`src/rtl/lock_waitq.sv`:
```
// lock_waitq: queuing lock arbiter for the accelerator lock service.
// Lock/unlock commands arrive on a shared AXI-Stream from up to 16 requesters.
// A contended lock queues its requester, and an owner unlock hands the lock
// round-robin to the next waiter, which receives an unsolicited grant.
// Optional feature macro: LOCK_WAITQ_TRYLOCK_EN enables opcode 0x05 (trylock).
// Trylock is a non-queuing lock that is refused immediately when contended.

module lock_waitq #(
  parameter int NUM_LOCKS = 4
) (
  input  logic        ap_clk,
  input  logic        ap_rst_n,
  input  logic [63:0] inStream_TDATA,
  input  logic        inStream_TVALID,
  input  logic [3:0]  inStream_TID,
  output logic        inStream_TREADY,
  output logic [7:0]  outStream_TDATA,
  output logic        outStream_TVALID,
  input  logic        outStream_TREADY,
  output logic [3:0]  outStream_TDEST
);

  localparam int IDX_W = (NUM_LOCKS > 1) ? $clog2(NUM_LOCKS) : 1;
  localparam logic [7:0] NUM_LOCKS_B = 8'(NUM_LOCKS);

  localparam logic [7:0] OP_LOCK    = 8'h04;
  localparam logic [7:0] OP_UNLOCK  = 8'h06;
`ifdef LOCK_WAITQ_TRYLOCK_EN
  localparam logic [7:0] OP_TRYLOCK = 8'h05;
`endif

  localparam logic [7:0] ACK_GRANT  = 8'h01;
  localparam logic [7:0] ACK_REFUSE = 8'h00;

  typedef enum logic [1:0] {
    IDLE,
    EXEC,
    SCAN,
    ACK
  } stateT;

  stateT       state;
  logic        inReady;
  logic        outValid;
  logic [7:0]  outData;
  logic [3:0]  outDest;

  logic [7:0]  cmdOp;
  logic [7:0]  cmdId;
  logic [3:0]  cmdTid;

  logic        lockedQ  [NUM_LOCKS];
  logic [3:0]  ownerQ   [NUM_LOCKS];
  logic [15:0] pendingQ [NUM_LOCKS];

  logic [IDX_W-1:0] lockIdx;
  logic        inRange;
  logic        curLocked;
  logic [3:0]  curOwner;
  logic [15:0] curPending;

  logic        isLock;
  logic        isTry;
  logic        isUnlock;

  logic        execAck;
  logic [7:0]  execData;
  logic        execTake;
  logic        execQueue;
  logic        execFree;
  logic        execScan;

  logic [3:0]  nextTid;
  logic [3:0]  cand;
  logic        found;

  // Payload bits above the lock ID carry nothing for this block.
  logic        unusedTdata;
  assign unusedTdata = ^inStream_TDATA[63:16];

  assign inStream_TREADY  = inReady;
  assign outStream_TVALID = outValid;
  assign outStream_TDATA  = outData;
  assign outStream_TDEST  = outDest;

  // Decode the latched command and look up the state of the addressed lock.
  always_comb begin
    lockIdx    = cmdId[IDX_W-1:0];
    inRange    = (cmdId < NUM_LOCKS_B);
    curLocked  = lockedQ[lockIdx];
    curOwner   = ownerQ[lockIdx];
    curPending = pendingQ[lockIdx];
    isLock     = (cmdOp == OP_LOCK);
    isUnlock   = (cmdOp == OP_UNLOCK);
    isTry      = 1'b0;
`ifdef LOCK_WAITQ_TRYLOCK_EN
    isTry      = (cmdOp == OP_TRYLOCK);
`endif
  end

  // Work out what the EXEC state does with the current command.
  always_comb begin
    execAck   = 1'b0;
    execData  = ACK_REFUSE;
    execTake  = 1'b0;
    execQueue = 1'b0;
    execFree  = 1'b0;
    execScan  = 1'b0;
    if (isLock || isTry) begin
      if (!inRange) begin
        execAck = 1'b1;
      end else if (!curLocked) begin
        execAck  = 1'b1;
        execData = ACK_GRANT;
        execTake = 1'b1;
      end else if (curOwner == cmdTid) begin
        execAck  = 1'b1;
        execData = ACK_GRANT;
      end else if (isTry) begin
        execAck = 1'b1;
      end else begin
        execQueue = 1'b1;
      end
    end else if (isUnlock && inRange && curLocked && (curOwner == cmdTid)) begin
      if (curPending == 16'h0000) begin
        execFree = 1'b1;
      end else begin
        execScan = 1'b1;
      end
    end
  end

  // Round-robin search for the next waiter, starting just above the owner.
  always_comb begin
    nextTid = curOwner;
    cand    = curOwner;
    found   = 1'b0;
    for (int i = 1; i < 16; i++) begin
      cand = curOwner + 4'(i);
      if (!found && curPending[cand]) begin
        nextTid = cand;
        found   = 1'b1;
      end
    end
  end

  // Command FSM with registered stream outputs and the per-lock state table.
  always_ff @(posedge ap_clk) begin
    if (!ap_rst_n) begin
      state    <= IDLE;
      inReady  <= 1'b0;
      outValid <= 1'b0;
      outData  <= 8'h00;
      outDest  <= 4'h0;
      cmdOp    <= 8'h00;
      cmdId    <= 8'h00;
      cmdTid   <= 4'h0;
      for (int i = 0; i < NUM_LOCKS; i++) begin
        lockedQ[i]  <= 1'b0;
        ownerQ[i]   <= 4'h0;
        pendingQ[i] <= 16'h0000;
      end
    end else begin
      unique case (state)
        IDLE: begin
          if (inReady && inStream_TVALID) begin
            cmdOp   <= inStream_TDATA[7:0];
            cmdId   <= inStream_TDATA[15:8];
            cmdTid  <= inStream_TID;
            inReady <= 1'b0;
            state   <= EXEC;
          end else begin
            inReady <= 1'b1;
          end
        end
        EXEC: begin
          state   <= IDLE;
          inReady <= 1'b1;
          if (execTake) begin
            lockedQ[lockIdx] <= 1'b1;
            ownerQ[lockIdx]  <= cmdTid;
          end
          if (execQueue) begin
            pendingQ[lockIdx][cmdTid] <= 1'b1;
          end
          if (execFree) begin
            lockedQ[lockIdx] <= 1'b0;
          end
          if (execScan) begin
            state   <= SCAN;
            inReady <= 1'b0;
          end
          if (execAck) begin
            state    <= ACK;
            inReady  <= 1'b0;
            outValid <= 1'b1;
            outData  <= execData;
            outDest  <= cmdTid;
          end
        end
        SCAN: begin
          ownerQ[lockIdx]            <= nextTid;
          pendingQ[lockIdx][nextTid] <= 1'b0;
          outValid                   <= 1'b1;
          outData                    <= ACK_GRANT;
          outDest                    <= nextTid;
          state                      <= ACK;
        end
        ACK: begin
          if (outStream_TREADY) begin
            outValid <= 1'b0;
            inReady  <= 1'b1;
            state    <= IDLE;
          end
        end
        default: begin
          state <= IDLE;
        end
      endcase
    end
  end

endmodule

```
`config.mk`:
```
export PLATFORM = sky130hd
export DESIGN_NAME = lock_waitq
export DESIGN_NICKNAME = d
export VERILOG_FILES = /design/src/rtl/lock_waitq.sv
export SDC_FILE = /design/constraint.sdc
export NUM_CORES = 1
export LEC_CHECK = 0
export CORE_UTILIZATION = 55
export DETAILED_ROUTE_END_ITERATION = 6
export PLACE_DENSITY = 0.8
export SLEW_MARGIN = 10
export SYNTH_ARGS = -nofsm -noshare
export SYNTH_HDL_FRONTEND = slang
export SYNTH_SLANG_ARGS = --single-unit
```
`constraint.sdc`:
```
create_clock -name ap_clk -period 6 [get_ports ap_clk]
set_input_delay 1.2 -clock ap_clk [delete_from_list [all_inputs] [get_ports ap_clk]]
set_output_delay 1.2 -clock ap_clk [all_outputs]
set_load 0.02 [all_outputs]
```
==> implementation parameters <==
Parameter                              Value

CTS
  TritonCTS clock tree ... built
  Post-CTS clock slew at the launch and capture registers of the worst setup and hold paths ... 0.05 ns
  H-tree depth ... 4
  Clock latency on the worst-skew pair ... 0.42 ns
  Hold-fix buffers, CTS ... 0
  Number of instances resized during post-cts repair ... 0
  Setup repair bufs after CTS ... 0
  Num Clock Sinks ... 115
  Deepest clock path buffer count ... 2
  Root Buffer Master ... sky130_fd_sc_hd__clkbuf_16
  Number of buffers added by the clock tree synthesis step ... 17

STA
  Share of the clock period used by the worst path after layout ... 92.86%
  Slew of the pin with the lowest slew margin ... 0.7851 ns
  Final-report max-slew violation count ... 0
  Worst max-slew margin expressed relative to the limit ... 47.47%
  Setup repair after global routing missed its margin ... no
  Highest clock rate ... 179.5 MHz
  Setup skew after layout ... 0.009157 ns
  Final-report hold violation count ... 0
  Post-layout min period ... 5.571 ns
  Fin Setup TNS ... 0 ns
  Count of endpoints failing setup in the final report ... 0

GRT
  First-pass GRT wire length ... 38490 um
  Grt ovf ... 0
  Maximum number of pins on one net before global-route repair ... 66
  Number of global-route vias before repair ... 7410
  GRT Total Usage ... 30.12%
  Number of antenna violations at the first check in global routing ... 0

Logic synthesis
  Number of enable flip-flop cells after synthesis ... 81
  Number of library cell types mapped by synthesis ... 99
  Most common flop cell mapped by yosys ... sky130_fd_sc_hd__edfxtp_1
  Average size of a mapped cell ... 9.795 um2
  Flip-flop and latch count after synthesis ... 115
  Yosys warning total ... 0
  Cells taking the most area after synthesis ... sky130_fd_sc_hd__edfxtp_1 27%, sky130_fd_sc_hd__mux4_2 8.6%, sky130_fd_sc_hd__dfxtp_1 7.7%, sky130_fd_sc_hd__nand2_1 4.9%, sky130_fd_sc_hd__mux2i_1 3.7%
  Cell accounting for the most synthesized area ... sky130_fd_sc_hd__edfxtp_1
  Post-synthesis sequential area ratio ... 35.12%
  Portion of synthesized cell area occupied by the leading cell type ... 27.44%
  Post-synthesis cell count ... 905
  Post-synth design cell area ... 8865 um2
  Async S/R FF share, synth ... 0%

Power
  VDD IR-drop max ... 0.2557 mV
  Static power due to leakage ... 3.526 nW
  Power per cell area ... 307.7 nW/um2

Finish
  Share of final-layout standard cells stronger than drive strength 1 ... 18.32%
  # fillers ... 1303
  Number of nets at the end of the flow ... 984
  Core utilization of the finished layout ... 62.15%
  Number of diodes ... 0
  Area growth syn-to-layout ... 10.97%
  Number of standard cells in the layout, taps in and fillers out ... 1133

Die
  Core footprint ... 15830 um2
  Vertical extent of the die ... 129.0 um
  Die width ... 129.0 um
  Boundary pin count ... 86
  Row count ... 46
  Full die area ... 16630 um2
  Initial core utilization ... 56.01%

Critical path
  Crit path buffers/inverters ... 2
  Cell count along the critical path ... 13
  Crit-path leading delay family ... compound AO/OA/AOI/OAI gates
  Type of origin of the critical path ... flip-flop
  Slowest Stage Delay on Critical Path ... 0.73 ns
  Kind of capture point of the worst setup path ... flip-flop
  Worst-path cell with the longest stage delay ... sky130_fd_sc_hd__a2111oi_4
  Category of the most critical setup path ... reg2reg
  Data arrival, critical path ... 5.70 ns
  Ordered cell list for the critical path ... mux4_2 -> inv_2 -> ha_1 -> inv_1 -> nor3_1 -> nor4_2 -> o21ai_1 -> o311ai_0 -> o21ai_0 -> nor4_4 -> a2111oi_4 -> or2_1 -> a32o_1
  Worst Reg2Reg Path Length in Cells ... 13
  Destination of the critical timing path ... pendingQ[3][6]
  Highest fanout seen on the critical path ... 16
  R2R setup slack ... 0.43 ns
  Critical path data required time ... 6.13 ns
  Crit Reg-Reg Endpoint ... pendingQ[3][6]

Placed design
  Number of buffers inserted by port buffering ... 30
  Instance count after placement with tap cells included ... 1101
  GPL Wtd Cong ... 0.9704
  DP Wirelength ... 16400 um

Drt
  Drc violations ... 0
  Number of vias in the routed layout ... 7676
  Met3 wire len ... 2081 um
  Sum of routed wire segments on met1 ... 9430 um
  Routed wire length per instance ... 21.14 um
  Sum of routed wire length over all layers ... 23960 um
  Uppermost layer routed ... met4
  Number of nets with antenna violations after detailed routing ... 0
  Per-cell via count in the routed design ... 6.775
  Detail Route met2 WL ... 11640 um
  First-pass iteration count of the detailed router ... 6
  Initial drt markers ... 973

Hold path
  Class of the tightest hold or removal check ... reg2reg
  Hold Crit Start ... cmdOp[2]

Outcome
  Status ... finished, final reports clean

Flow run
  # Max-Cap Violations ... 0
per-stage QoR:
stage	instance area [um2]	power [mW]	hold WS, ns	setup slack (ns)
after floorplan	8887	1.751	0.4308	0.7673
after global placement	9206	1.959	0.4424	0.5431
after detailed placement	9206	1.974	0.4486	0.5116
after CTS	9834	3.001	0.4559	0.4943
after global routing	9837	3.123	0.4792	0.2045
final	9837	3.027	0.4539	0.4285
state kept, by name, indices dropped and copies added, names as in the netlist, named ones only:
register and count:
cmdTid 4, outStream_TVALID 1, ownerQ 16, outStream_TDEST 4, state 1, outStream_TDATA 1, cmdOp 8, pendingQ 64
cmdId 8, inStream_TREADY 1, lockedQ 4
metal layers:
layer / GRT usage, % / up-vias
met5: 0 / -
met4: 13.08 / 0
met3: 5.114 / 73
met2: 50.08 / 455
met1: 38.82 / 3696
li1: - / 3452
worst register-to-register path, delay by kind of cell, from the launching register on:
| family | cells | cell delay, ns |
|---|---|---|
| flops | 1 | 0.38 |
| buf+inv | 2 | 0.59 |
| mux | 1 | 0.66 |
| fa+ha+maj | 1 | 0.54 |
| compound gates | 5 | 2.04 |
| simple gates | 4 | 1.08 |
power by group:
group	leakage, nW	internal [mW]	switching [mW]
Combinational	2.10	0.386	0.715
Clock	0.311	0.683	0.351
Sequential	1.11	0.875	0.0167
Total	3.53	1.94	1.08
area by class of cell:
type                            count  area, um2  area share [%]
Inverter                           27      103.9           1.056
Sequential cell                   115       3113           31.65
Tap cell                          216      270.3           2.747
Timing Repair Buffer               55      495.5           5.037
Clock buffer                       27      599.3           6.093
Multi-Input combinational cell    688       5226           53.13
Clock inverter                      5      28.78          0.2925
worst min path at each step:
stage | slack [ns] | to | depth (start not counted)
global placement | 0.44 | cmdId[2] | 2
global route | 0.48 | cmdOp[2] | 2
finish | 0.45 | cmdOp[2] | 2
CTS | 0.46 | cmdOp[2] | 2
floorplan | 0.43 | cmdId[5] | 2
detailed placement | 0.45 | cmdOp[2] | 2
cells in the mapped netlist (5+ instances only):
| master | number |
|---|---|
| sky130_fd_sc_hd__nand3_1 | 18 |
| sky130_fd_sc_hd__nor2_1 | 84 |
| sky130_fd_sc_hd__o221ai_1 | 12 |
| sky130_fd_sc_hd__buf_4 | 11 |
| sky130_fd_sc_hd__a22oi_1 | 8 |
| sky130_fd_sc_hd__o21a_1 | 8 |
| sky130_fd_sc_hd__or3_1 | 6 |
| sky130_fd_sc_hd__or4_1 | 5 |
| sky130_fd_sc_hd__buf_1 | 6 |
| sky130_fd_sc_hd__o311ai_2 | 6 |
| sky130_fd_sc_hd__clkbuf_1 | 37 |
| sky130_fd_sc_hd__mux4_2 | 34 |
| sky130_fd_sc_hd__nand2_1 | 116 |
| sky130_fd_sc_hd__o21ai_0 | 44 |
| sky130_fd_sc_hd__buf_6 | 12 |
| sky130_fd_sc_hd__a21oi_1 | 50 |
| sky130_fd_sc_hd__o31a_1 | 5 |
| sky130_fd_sc_hd__buf_2 | 15 |
| sky130_fd_sc_hd__a311o_1 | 12 |
| sky130_fd_sc_hd__nor3_1 | 19 |
| sky130_fd_sc_hd__a211oi_1 | 9 |
| sky130_fd_sc_hd__ha_1 | 8 |
| sky130_fd_sc_hd__mux2_2 | 19 |
| sky130_fd_sc_hd__dfxtp_1 | 34 |
| sky130_fd_sc_hd__edfxtp_1 | 81 |
| sky130_fd_sc_hd__xnor2_1 | 11 |
| sky130_fd_sc_hd__a41o_1 | 16 |
| sky130_fd_sc_hd__o311ai_1 | 6 |
| sky130_fd_sc_hd__inv_1 | 22 |
| sky130_fd_sc_hd__mux2i_1 | 33 |
| sky130_fd_sc_hd__o22ai_1 | 6 |
| sky130_fd_sc_hd__nor4_1 | 8 |
| sky130_fd_sc_hd__a31oi_1 | 17 |
| sky130_fd_sc_hd__nand2b_1 | 9 |
| sky130_fd_sc_hd__or2_2 | 6 |
| sky130_fd_sc_hd__nand4_1 | 5 |
placed cells by master, fill, tap and decap left out, types with 16 or more instances in the layout:
cell,count
sky130_fd_sc_hd__a21oi_1,50
sky130_fd_sc_hd__a31oi_1,17
sky130_fd_sc_hd__a41o_1,16
sky130_fd_sc_hd__buf_4,24
sky130_fd_sc_hd__clkbuf_16,22
sky130_fd_sc_hd__clkdlybuf4s50_1,29
sky130_fd_sc_hd__dfxtp_1,34
sky130_fd_sc_hd__edfxtp_1,81
sky130_fd_sc_hd__inv_1,22
sky130_fd_sc_hd__mux2_2,19
sky130_fd_sc_hd__mux2i_1,33
sky130_fd_sc_hd__mux4_2,34
sky130_fd_sc_hd__nand2_1,116
sky130_fd_sc_hd__nand3_1,18
sky130_fd_sc_hd__nor2_1,83
sky130_fd_sc_hd__nor3_1,19
sky130_fd_sc_hd__o21ai_0,44
cell families (layout without fill, tap and decap cells):
group	count (synthesis)	after routing	share of synthesized area (%)
XOR/XNOR	20	20	2.696
multiplexers	94	94	16.32
AND/OR/NAND/NOR	302	302	15.88
adder cells (fa/ha/maj)	8	8	1.129
flip-flops	115	115	35.12
AO/OA/AOI/OAI	257	257	22.53
other	1	7	0.04230
buffers and inverters	108	114	6.295
Power figures use the tool's default switching activity.
